[config.mk]
export PLATFORM = sky130hd
export DESIGN_NAME = axi_stream_sink_apb_flat
export DESIGN_NICKNAME = d
export VERILOG_FILES = /design/src/rtl/axis_apb_pkg.sv /design/src/rtl/axi_stream_sink_apb_if.sv /design/src/rtl/axis_sink_apb_regs.sv /design/src/rtl/axi_stream_sink_apb.sv /design/src/flat_wrapper.sv
export SDC_FILE = /design/constraint.sdc
export NUM_CORES = 1
export LEC_CHECK = 0
export CAP_MARGIN = 20
export CORE_UTILIZATION = 40
export DETAILED_ROUTE_END_ITERATION = 8
export PLACE_DENSITY = 0.66
export SLEW_MARGIN = 20
export SYNTH_ARGS = -nofsm -noshare
export SYNTH_HDL_FRONTEND = slang
export SYNTH_SLANG_ARGS = --single-unit
[constraint.sdc]
create_clock -name PCLK -period 4.3 [get_ports PCLK]
set_input_delay 0.645 -clock PCLK [delete_from_list [all_inputs] [get_ports PCLK]]
set_output_delay 0.645 -clock PCLK [all_outputs]
set_load 0.005 [all_outputs]
[src/rtl/axis_apb_pkg.sv]
// Shared definitions for the counting-pattern stream sink and its APB block:
// register map, receive FSM encoding, STATUS/CONTROL bit positions.
package axis_apb_pkg;

  // APB register map (byte addresses), shared with the stream generator
  localparam logic [7:0] APB_ADDR_CONTROL      = 8'h00;
  localparam logic [7:0] APB_ADDR_STATUS       = 8'h04;
  localparam logic [7:0] APB_ADDR_PKT_COUNT    = 8'h08;
  localparam logic [7:0] APB_ADDR_ERR_COUNT    = 8'h0C;
  localparam logic [7:0] APB_ADDR_EXPECT_BYTES = 8'h10;
  localparam logic [7:0] APB_ADDR_LAST_BEATS   = 8'h14;
  localparam logic [7:0] APB_ADDR_LAST_ID      = 8'h18;

  // Receive FSM encoding
  typedef enum logic [1:0] {
    RX_IDLE = 2'd0,
    RX_WAIT = 2'd1,
    RX_RECV = 2'd2
  } rx_state_t;

  // STATUS bit positions
  localparam int STAT_IN_PACKET = 0;
  localparam int STAT_DATA_ERR  = 1;
  localparam int STAT_LEN_ERR   = 2;
  localparam int STAT_DONE      = 3;

  // CONTROL bit positions
  localparam int CTRL_ENABLE   = 0;
  localparam int CTRL_CLEAR    = 1;
  localparam int CTRL_STALL_EN = 2;
  localparam int CTRL_IRQ_EN   = 3;

endpackage

[src/rtl/axi_stream_sink_apb_if.sv]
// Bundle of the AXI4-Stream sink signals and the APB slave signals.
// Handshake rules: a stream beat transfers on a rising PCLK edge where
// TVALID and TREADY are both 1; the source holds TDATA/TLAST/TID/TDEST
// stable while TVALID=1 and TREADY=0. An APB access is a setup cycle
// (PSEL=1, PENABLE=0) followed by an access cycle (PSEL=1, PENABLE=1);
// PREADY is always 1, so every access completes in the access cycle.
interface axi_stream_sink_apb_if #(
  parameter int STREAM_DATA_WIDTH = 32,
  parameter int STREAM_ID_WIDTH   = 2,
  parameter int C_APB_DATA_WIDTH  = 32,
  parameter int C_APB_ADDR_WIDTH  = 5
);
  logic [STREAM_DATA_WIDTH-1:0] TDATA;
  logic                         TLAST;
  logic [STREAM_ID_WIDTH-1:0]   TID;
  logic [1:0]                   TDEST;
  logic                         TVALID;
  logic                         TREADY;
  logic                         PSEL;
  logic                         PENABLE;
  logic                         PWRITE;
  logic [C_APB_ADDR_WIDTH-1:0]  PADDR;
  logic [C_APB_DATA_WIDTH-1:0]  PWDATA;
  logic [C_APB_DATA_WIDTH-1:0]  PRDATA;
  logic                         PREADY;
  logic                         PSLVERR;

  modport master (
    output TDATA, TLAST, TID, TDEST, TVALID,
    output PSEL, PENABLE, PWRITE, PADDR, PWDATA,
    input  TREADY, PRDATA, PREADY, PSLVERR
  );

  modport slave (
    input  TDATA, TLAST, TID, TDEST, TVALID,
    input  PSEL, PENABLE, PWRITE, PADDR, PWDATA,
    output TREADY, PRDATA, PREADY, PSLVERR
  );
endinterface

[src/rtl/axis_sink_apb_regs.sv]
// APB register block of the stream sink: address decode, CONTROL and
// EXPECT_BYTES registers, sticky STATUS bits with write-1-to-clear, and
// the combinational read mux.
module axis_sink_apb_regs
  import axis_apb_pkg::*;
#(
  parameter int AW    = 5,
  parameter int DW    = 32,
  parameter int BYTES = 4
) (
  input  logic          clk,
  input  logic          resetn,
  input  logic          psel,
  input  logic          penable,
  input  logic          pwrite,
  input  logic [AW-1:0] paddr,
  input  logic [DW-1:0] pwdata,
  input  logic          in_packet,
  input  logic          set_data_err,
  input  logic          set_len_err,
  input  logic          set_done,
  input  logic [31:0]   pkt_count,
  input  logic [31:0]   err_count,
  input  logic [31:0]   last_beats,
  input  logic [31:0]   last_id,
  output logic [DW-1:0] prdata,
  output logic          enable,
  output logic          stall_en,
  output logic          clear,
  output logic [23:0]   expect_beats,
  output logic          irq
);

  logic          enable_q;
  logic          stall_en_q;
  logic          irq_en_q;
  logic [DW-1:0] expect_q;
  logic          data_err_q;
  logic          len_err_q;
  logic          done_q;

  logic wr;
  logic wr_ctrl;
  logic wr_stat;
  logic wr_expect;

  assign wr        = psel & penable & pwrite;
  assign wr_ctrl   = wr && (paddr == AW'(APB_ADDR_CONTROL));
  assign wr_stat   = wr && (paddr == AW'(APB_ADDR_STATUS));
  assign wr_expect = wr && (paddr == AW'(APB_ADDR_EXPECT_BYTES));

  // clear acts in the same cycle as the CONTROL write and is never stored
  assign clear        = wr_ctrl & pwdata[CTRL_CLEAR];
  assign enable       = enable_q;
  assign stall_en     = stall_en_q;
  assign irq          = done_q & irq_en_q;
  assign expect_beats = expect_q[23:0] / 24'(BYTES);

  // Control registers and sticky status: clear beats everything, a set beats W1C
  always_ff @(posedge clk) begin
    if (!resetn) begin
      enable_q   <= 1'b0;
      stall_en_q <= 1'b0;
      irq_en_q   <= 1'b0;
      expect_q   <= '0;
      data_err_q <= 1'b0;
      len_err_q  <= 1'b0;
      done_q     <= 1'b0;
    end else begin
      if (wr_ctrl) begin
        enable_q   <= pwdata[CTRL_ENABLE];
        stall_en_q <= pwdata[CTRL_STALL_EN];
        irq_en_q   <= pwdata[CTRL_IRQ_EN];
      end
      if (wr_expect) begin
        expect_q <= pwdata;
      end
      if (clear) begin
        data_err_q <= 1'b0;
        len_err_q  <= 1'b0;
        done_q     <= 1'b0;
      end else begin
        data_err_q <= set_data_err | (data_err_q & ~(wr_stat & pwdata[STAT_DATA_ERR]));
        len_err_q  <= set_len_err  | (len_err_q  & ~(wr_stat & pwdata[STAT_LEN_ERR]));
        done_q     <= set_done     | (done_q     & ~(wr_stat & pwdata[STAT_DONE]));
      end
    end
  end

  // Read mux, decoded from PADDR alone; unmapped addresses read 0
  always_comb begin
    prdata = '0;
    case (paddr)
      AW'(APB_ADDR_CONTROL):      prdata = DW'({irq_en_q, stall_en_q, 1'b0, enable_q});
      AW'(APB_ADDR_STATUS):       prdata = DW'({done_q, len_err_q, data_err_q, in_packet});
      AW'(APB_ADDR_PKT_COUNT):    prdata = DW'(pkt_count);
      AW'(APB_ADDR_ERR_COUNT):    prdata = DW'(err_count);
      AW'(APB_ADDR_EXPECT_BYTES): prdata = expect_q;
      AW'(APB_ADDR_LAST_BEATS):   prdata = DW'(last_beats);
      AW'(APB_ADDR_LAST_ID):      prdata = DW'(last_id);
      default:                    prdata = '0;
    endcase
  end

endmodule

[src/rtl/axi_stream_sink_apb.sv]
// AXI4-Stream sink that checks an incrementing data pattern (restarting at
// 0 each packet) and the packet length, counting good and bad packets.
// Control/status through the APB register block.
module axi_stream_sink_apb
  import axis_apb_pkg::*;
#(
  parameter int STREAM_DATA_WIDTH = 32,
  parameter int STREAM_ID_WIDTH   = 2,
  parameter int C_APB_DATA_WIDTH  = 32,
  parameter int C_APB_ADDR_WIDTH  = 5
) (
  input  logic                 PCLK,
  input  logic                 PRESETn,
  axi_stream_sink_apb_if.slave bus,
  output logic                 IRQ,
  output logic [1:0]           dbg_state
);

  localparam int STREAM_DATA_BYTES = STREAM_DATA_WIDTH / 8;

  localparam logic [1:0] ST_IDLE = RX_IDLE;
  localparam logic [1:0] ST_WAIT = RX_WAIT;
  localparam logic [1:0] ST_RECV = RX_RECV;

  logic [1:0]                   state_q;
  logic                         tready_q;
  logic                         stall_tgl_q;
  logic [STREAM_DATA_WIDTH-1:0] exp_data_q;
  logic [23:0]                  beat_cnt_q;
  logic                         pkt_bad_q;
  logic [31:0]                  pkt_count_q;
  logic [31:0]                  err_count_q;
  logic [31:0]                  last_beats_q;
  logic [31:0]                  last_id_q;

  logic        enable;
  logic        stall_en;
  logic        clear;
  logic [23:0] expect_beats;
  logic        accept;
  logic        complete;
  logic        data_mis;
  logic        len_mis;
  logic        pkt_bad;
  logic [31:0] beats_total;
  logic [31:0] id_word;

  assign bus.TREADY  = tready_q;
  assign bus.PREADY  = 1'b1;
  assign bus.PSLVERR = 1'b0;
  assign dbg_state   = state_q;

  // A beat only counts while enabled and out of IDLE; a beat that slips in
  // during the cycle enable drops belongs to the discarded partial packet.
  assign accept      = bus.TVALID & tready_q & enable & (state_q != ST_IDLE);
  assign complete    = accept & bus.TLAST;
  assign data_mis    = (bus.TDATA != exp_data_q);
  assign beats_total = {8'd0, beat_cnt_q} + 32'd1;
  assign len_mis     = (beats_total != {8'd0, expect_beats});
  assign pkt_bad     = pkt_bad_q | data_mis | len_mis;

  // LAST_ID layout: TDEST in [1:0], TID from bit 8 upward
  always_comb begin
    id_word = '0;
    id_word[1:0] = bus.TDEST;
    id_word[8 +: STREAM_ID_WIDTH] = bus.TID;
  end

  // Ready generation: optional 50% duty stall via a free-running toggle
  always_ff @(posedge PCLK) begin
    if (!PRESETn) begin
      stall_tgl_q <= 1'b0;
      tready_q    <= 1'b0;
    end else begin
      stall_tgl_q <= enable ? ~stall_tgl_q : 1'b0;
      tready_q    <= enable & (stall_en ? ~stall_tgl_q : 1'b1);
    end
  end

  // Receive FSM with pattern and length tracking for the current packet
  always_ff @(posedge PCLK) begin
    if (!PRESETn) begin
      state_q    <= ST_IDLE;
      exp_data_q <= '0;
      beat_cnt_q <= '0;
      pkt_bad_q  <= 1'b0;
    end else if (!enable) begin
      state_q    <= ST_IDLE;
      exp_data_q <= '0;
      beat_cnt_q <= '0;
      pkt_bad_q  <= 1'b0;
    end else begin
      case (state_q)
        ST_IDLE: state_q <= ST_WAIT;
        ST_WAIT, ST_RECV: begin
          if (accept) begin
            if (bus.TLAST) begin
              state_q    <= ST_WAIT;
              exp_data_q <= '0;
              beat_cnt_q <= '0;
              pkt_bad_q  <= 1'b0;
            end else begin
              state_q    <= ST_RECV;
              exp_data_q <= exp_data_q + 1'b1;
              beat_cnt_q <= (beat_cnt_q == 24'hFF_FFFF) ? beat_cnt_q : beat_cnt_q + 24'd1;
              pkt_bad_q  <= pkt_bad_q | data_mis;
            end
          end
        end
        default: state_q <= ST_IDLE;
      endcase
    end
  end

  // Packet counters and last-packet info; clear wins over a completion
  always_ff @(posedge PCLK) begin
    if (!PRESETn) begin
      pkt_count_q  <= '0;
      err_count_q  <= '0;
      last_beats_q <= '0;
      last_id_q    <= '0;
    end else if (clear) begin
      pkt_count_q  <= '0;
      err_count_q  <= '0;
      last_beats_q <= '0;
      last_id_q    <= '0;
    end else if (complete) begin
      if (pkt_bad) err_count_q <= err_count_q + 32'd1;
      else         pkt_count_q <= pkt_count_q + 32'd1;
      last_beats_q <= beats_total;
      last_id_q    <= id_word;
    end
  end

  axis_sink_apb_regs #(
    .AW    (C_APB_ADDR_WIDTH),
    .DW    (C_APB_DATA_WIDTH),
    .BYTES (STREAM_DATA_BYTES)
  ) u_regs (
    .clk          (PCLK),
    .resetn       (PRESETn),
    .psel         (bus.PSEL),
    .penable      (bus.PENABLE),
    .pwrite       (bus.PWRITE),
    .paddr        (bus.PADDR),
    .pwdata       (bus.PWDATA),
    .in_packet    (state_q == ST_RECV),
    .set_data_err (accept & data_mis),
    .set_len_err  (complete & len_mis),
    .set_done     (complete),
    .pkt_count    (pkt_count_q),
    .err_count    (err_count_q),
    .last_beats   (last_beats_q),
    .last_id      (last_id_q),
    .prdata       (bus.PRDATA),
    .enable       (enable),
    .stall_en     (stall_en),
    .clear        (clear),
    .expect_beats (expect_beats),
    .irq          (IRQ)
  );

endmodule

[src/flat_wrapper.sv]
// flat-port wrapper written by rule: the top's interface ports become plain ports
module axi_stream_sink_apb_flat import axis_apb_pkg::*;
#(
  parameter int STREAM_DATA_WIDTH = 32,
  parameter int STREAM_ID_WIDTH   = 2,
  parameter int C_APB_DATA_WIDTH  = 32,
  parameter int C_APB_ADDR_WIDTH  = 5
)
  (PCLK, PRESETn, IRQ, dbg_state, bus_TDATA, bus_TLAST, bus_TID, bus_TDEST, bus_TVALID, bus_PSEL, bus_PENABLE, bus_PWRITE, bus_PADDR, bus_PWDATA, bus_TREADY, bus_PRDATA, bus_PREADY, bus_PSLVERR);
  axi_stream_sink_apb_if #(.STREAM_DATA_WIDTH(STREAM_DATA_WIDTH), .STREAM_ID_WIDTH(STREAM_ID_WIDTH), .C_APB_DATA_WIDTH(C_APB_DATA_WIDTH), .C_APB_ADDR_WIDTH(C_APB_ADDR_WIDTH)) bus_i ();
  input  logic PCLK;
  input  logic PRESETn;
  output logic IRQ;
  output logic [1:0] dbg_state;
  input wire logic [$bits(bus_i.TDATA)-1:0] bus_TDATA;
  input wire logic [$bits(bus_i.TLAST)-1:0] bus_TLAST;
  input wire logic [$bits(bus_i.TID)-1:0] bus_TID;
  input wire logic [$bits(bus_i.TDEST)-1:0] bus_TDEST;
  input wire logic [$bits(bus_i.TVALID)-1:0] bus_TVALID;
  input wire logic [$bits(bus_i.PSEL)-1:0] bus_PSEL;
  input wire logic [$bits(bus_i.PENABLE)-1:0] bus_PENABLE;
  input wire logic [$bits(bus_i.PWRITE)-1:0] bus_PWRITE;
  input wire logic [$bits(bus_i.PADDR)-1:0] bus_PADDR;
  input wire logic [$bits(bus_i.PWDATA)-1:0] bus_PWDATA;
  output wire logic [$bits(bus_i.TREADY)-1:0] bus_TREADY;
  output wire logic [$bits(bus_i.PRDATA)-1:0] bus_PRDATA;
  output wire logic [$bits(bus_i.PREADY)-1:0] bus_PREADY;
  output wire logic [$bits(bus_i.PSLVERR)-1:0] bus_PSLVERR;
  assign bus_i.TDATA = bus_TDATA;
  assign bus_i.TLAST = bus_TLAST;
  assign bus_i.TID = bus_TID;
  assign bus_i.TDEST = bus_TDEST;
  assign bus_i.TVALID = bus_TVALID;
  assign bus_i.PSEL = bus_PSEL;
  assign bus_i.PENABLE = bus_PENABLE;
  assign bus_i.PWRITE = bus_PWRITE;
  assign bus_i.PADDR = bus_PADDR;
  assign bus_i.PWDATA = bus_PWDATA;
  assign bus_TREADY = bus_i.TREADY;
  assign bus_PRDATA = bus_i.PRDATA;
  assign bus_PREADY = bus_i.PREADY;
  assign bus_PSLVERR = bus_i.PSLVERR;
  axi_stream_sink_apb #(.STREAM_DATA_WIDTH(STREAM_DATA_WIDTH), .STREAM_ID_WIDTH(STREAM_ID_WIDTH), .C_APB_DATA_WIDTH(C_APB_DATA_WIDTH), .C_APB_ADDR_WIDTH(C_APB_ADDR_WIDTH)) u_core (.PCLK(PCLK), .PRESETn(PRESETn), .bus(bus_i), .IRQ(IRQ), .dbg_state(dbg_state));
endmodule
; Word-level counts from Yosys, hierarchy flattened
; Cells that the tools add are included.
[word_totals]
ff_bits = 199
input_bits = 80
out_inout_bits = 38
[op_classes]
addsub = 5
n_eq_ne = 13
n_mux = 9
bitwise_logic = 28
n_reduce_logical = 13
[ops]
columns = operator, n
row1 = $pmux W32 S7, 1
row2 = $add A32 B1 Y32 const B, 3
row3 = $mux W24, 2
row4 = $mux W32, 1
row5 = $ne A32 B22 Y1, 1
row6 = $ne A32 B32 Y1, 1
row7 = $add A24 B1 Y25 const B, 1
row8 = $add A24 B1 Y24 const B, 1
row9 = $eq A24 B24 Y1 const B, 1
row10 = $and A1 B1 Y1, 17
row11 = $eq A5 B5 Y1 const B, 3
row12 = $eq A5 B4 Y1 const B, 2
row13 = $reduce_and A2 Y1, 4
row14 = $not A1 Y1, 6
row15 = $eq A5 B3 Y1 const B, 1
row16 = $logic_not A5 Y1, 1
row17 = $or A1 B1 Y1, 5
row18 = $mux W2, 2
row19 = $pmux W2 S2, 1
row20 = $reduce_or A2 Y1, 2
row21 = $logic_and A1 B1 Y1, 3
row22 = $reduce_and A3 Y1, 1
row23 = $eq A2 B1 Y1 const B, 1
row24 = $eq A2 B2 Y1 const B, 1
row25 = 5 further kinds, 6

; Longest topological paths before layout
[depth]
ltp_word = 7
depth_mapped = 16

; Cells and area by module
; From an unflattened synthesis, not the netlist that was laid out.
[unflattened]
hier_cells = 1431
area_unflattened_um2 = 11422.2
[modules_own_cells]
columns = module, n_inst, cells_each, area_each_um2
row1 = axi_stream_sink_apb, 1, 1071, 8828.5
row2 = axis_sink_apb_regs, 1, 360, 2593.7

; Worst setup path after synthesis
; OpenSTA, ideal clock, no wires.
[synth_path]
path_type = register -> register
startpoint = register u_core.beat_cnt_q[1]
endpoint = register u_core.pkt_count_q[18]
arrival_ns = 3.834
t_required_ns = 4.230
setup_slack_ns = 0.395
stages_incl_launch_ff = 14
path_buffers = 3
period_less_slack_ns = 3.905
cell_sequence = dfxtp_1 > ha_1 > buf_4 > nand4_2 > or4_4 > or3_1 > a2111oi_2 > nand4_1 > or2_1 > buf_6 > or4_4 > buf_2 > or4_1 > a21oi_1
[synth_between]
elab_chain_len = 5
[synth_rtl]
columns = element, line_no
row1 = start: declaration, axi_stream_sink_apb.sv:29  ; logic [23:0] beat_cnt_q;
row2 = start signal: assignment, axi_stream_sink_apb.sv:105  ; beat_cnt_q <= (beat_cnt_q == 24'hFF_FFFF) ? beat_cnt_q : beat_cnt_q + 24'd1;
row3 = $add A24 B1 Y25, axi_stream_sink_apb.sv:58  ; assign beats_total = {8'd0, beat_cnt_q} + 32'd1;
row4 = $ne A32 B22 Y1, axi_stream_sink_apb.sv:59  ; assign len_mis = (beats_total != {8'd0, expect_beats});
row5 = $or A1 B1 Y1, axi_stream_sink_apb.sv:60  ; assign pkt_bad = pkt_bad_q | data_mis | len_mis;
row6 = $not A1 Y1 (no line), -
row7 = $reduce_and A2 Y1 (no line), -
row8 = end signal: assignment, axi_stream_sink_apb.sv:129  ; else pkt_count_q <= pkt_count_q + 32'd1;
row9 = end: declaration, axi_stream_sink_apb.sv:31  ; logic [31:0] pkt_count_q;
; No other way between the ends.
; A chain may end at the register's enable or synchronous reset.

; Worst setup path in the final report
[layout_path]
startpoint = register u_core.beat_cnt_q[7]
endpoint = register u_core.pkt_count_q[16]
; Same word-level chain as after synthesis.

==> reports/results.ini <==
[run_status]
outcome = finished clean

[global_routing]
overflow = 0
antenna_found_initial = 0
grt_start_max_net_pins = 59
grt_usage = 0.242
grt_pass1_vias = 9284
grt_pass1_wl_um = 50800

[cells_and_area]
diodes = 0
area_delta_synth_final_pct = 19.8
most-common-layout-cells = nand2_1 (208), dfxtp_1 (192), nor2_1 (131), clkdlybuf4s50_1 (115), a21oi_1 (81)
final_layout_size_suffix_gt1_frac = 0.0602
final_common_cell = nand2_1
fillerInstances = 2546
nets = 1518

[clocking]
post_cts_buffers = 0
clock_latency_ns = 0.45
cts.sinks = 192
cts_root_buf = clkbuf_16
clk_path_buf_depth = 2
hold_buffers = 0
clkTransAtPathRegs_ns = 0.08
cts-resized-gates = 0
tritoncts = done
cts_buffers = 17
cts_max_level = 4

[synthesis]
synth_nets = 1443
synth.largest_area_cell = dfxtp_1
syn_avg_cell_area_um2 = 7.78
synth_top_area_share = 0.364
synth_area_um2 = 10600
yosys_warnings = 0
synth_edf_count = 0
netlist_instances = 1356
async_flop_share = 0
synth_cell_types = 65
ys_ff_latch = 192
synthFlopType = dfxtp_1
ys_seq_area_frac = 0.364
synth_area_leaders = dfxtp_1 (36%), nand2_1 (7.4%), xnor2_1 (6.2%)

[timing]
rsz0062_at_grt = no
period_share = 0.930
fmax_ghz = 0.250
report.final.setup_viol = 0
drv_slew = 0
final-hold-violation-count = 0
setup_tns_ns = 0
slew_headroom = 0.470
period_minus_slack_ns = 4.00
finalWorstSetupSlack_ns = 0.300
fin_skew_ns = 0.0122
worstMarginPinSlew_ns = 0.793

[worst_setup_path]
regToRegSetupSlack_ns = 0.30
cp_data_required_time_ns = 4.68
cp.arrival_ns = 4.38
critPathTopFamily = simple AND/OR/NAND/NOR gates
critPathBufInv = 0
timing.rr.start = u_core.beat_cnt_q[7]
cp_slowest_stage_delay_ns = 0.62
path_depth = 9
endpoint_kind = flop
critPathLaunchType = flop
path_cells = nand4_2 -> or4_4 -> or3_1 -> a2111oi_2 -> nand4_1 -> or2_1 -> or4_4 -> or4_1 -> a21oi_1
path_max_fanout = 11
crit_type = reg -> reg
critical_path.slowest_cell = or4_4
worst_path_most_repeated_cell = or4_4
critPathLaunch = u_core.beat_cnt_q[7]
reg2regPathDepth = 9

[die]
rows = 59
die-area_um2 = 27000
start_util = 0.406
die_h_um = 164
die_w_um = 164
coreArea_um2 = 26000
io_pins = 118

[place]
dp_hpwl_um = 23600
dp_worst_setup_slack_ns = 0.422
port_buffers = 115
gp_congestion = 0.938

[worst_hold_path]
hold_path_class = reg -> reg
worstHoldStart = u_core.stall_tgl_q
min_path_cells = 1

[detailed_routing]
drc_errors = 0
detail-route-antenna-nets = 0
avgViaCountPerCell = 5.72
wl_per_cell_um = 18.2
firstDrtPassIters = 6
via_count = 10174
drt-initial-drc-count = 1061
wl_um = 32400

[power_and_ir_drop]
power_per_cell_area_nw_per_um2 = 285
ir_drop_uv = 246
power.leakage_nw = 4.04

[run]
cap_violations = 0

final timing paths:
check,endpoint
worst max-delay path,u_core.pkt_count_q[16]
worst max register to register,u_core.pkt_count_q[16]
worst min register to register,u_core.stall_tgl_q
worst min-delay path,u_core.stall_tgl_q
per-stage QoR:
step | util | hold WS [ns] | total power (W) | std cells | instance area (um^2)
CTS | 0.486 | 0.416 | 0.00362 | 1779 | 12600
finish | 0.486 | 0.424 | 0.00360 | 1779 | 12600
detailed placement | 0.463 | 0.405 | 0.00197 | 1747 | 12000
global placement | 0.463 | 0.400 | 0.00197 | 1747 | 12000
global route | 0.486 | 0.437 | 0.00371 | 1779 | 12600
floorplan | - | 0.393 | 0.00187 | 1356 | 10600
state kept, by name, summed over array words and instances (netlist names):
name / cells
u_core.beat_cnt_q: 24
u_core.bus.TREADY: 1
u_core.dbg_state: 2
u_core.err_count_q: 32
u_core.exp_data_q: 32
u_core.last_beats_q: 25
u_core.last_id_q: 4
u_core.pkt_bad_q: 1
u_core.pkt_count_q: 32
u_core.stall_tgl_q: 1
u_core.u_regs.data_err_q: 1
u_core.u_regs.done_q: 1
u_core.u_regs.enable: 1
u_core.u_regs.expect_q: 32
u_core.u_regs.irq_en_q: 1
u_core.u_regs.len_err_q: 1
u_core.u_regs.stall_en: 1
cells in the mapped netlist, types with 3 or more instances:
cell type  instances
o31a_1             3
nor3_1            28
a21oi_1           81
o2111ai_1          4
nand3b_1          13
nand4_2            3
and3_1            16
clkbuf_1          79
buf_1              4
o21a_1             4
mux2i_1           13
a21boi_0          34
nand4_1           42
ha_1               7
a31oi_1            4
a22oi_1           12
inv_1             29
a21o_1             9
a221o_1            4
or2_2              3
nor4_1            10
and2_1            15
a222oi_1          20
buf_2              3
nand3_1           43
a2111oi_0          7
or3_1             33
a211oi_1          28
or4_1             26
xor2_1            38
o31ai_1           11
o211ai_1           6
o21ai_0           48
nand2b_1           7
nand2_1          209
nor2_1           133
dfxtp_1          192
xnor2_1           75
buf_4              8
nor2b_1            4
o22ai_1            4
and4_1             9
o311a_1            3
logic make-up after synthesis:
group / share of synthesized area
buffers and inverters: 0.0490
adder cells (fa/ha/maj): 0.00830
other: 0.000712
XOR/XNOR: 0.0938
AND/OR/NAND/NOR: 0.285
flip-flops: 0.364
AO/OA/AOI/OAI: 0.187
multiplexers: 0.0123
where the power goes:
group | total [W] | switching [W] | leakage [nW] | internal, W
Clock | 0.00167 | 0.000792 | 0.301 | 0.000875
Combinational | 0.000153 | 0.0000645 | 2.19 | 0.0000887
Sequential | 0.00178 | 0.000000955 | 1.55 | 0.00178
Total | 0.00360 | 0.000858 | 4.04 | 0.00274
final cells by class:
cell class / instances / area [um^2] / area share
clock buffer: 20 / 467 / 0.0369
timing repair buffer: 153 / 1450 / 0.115
clock inverter: 12 / 139 / 0.0110
multi-input combinational: 1038 / 6210 / 0.491
sequential: 192 / 3840 / 0.304
tap: 335 / 419 / 0.0332
inverter: 29 / 109 / 0.00861
routing by layer:
layer  GRT usage  routed length (um)  vias up
li1            -                   -     4986
met1       0.331               14800     4833
met2       0.391               15000      319
met3      0.0414                2100       36
met4      0.0621                 516        0
met5           0                   0        -
Power figures use the tool's default switching activity.
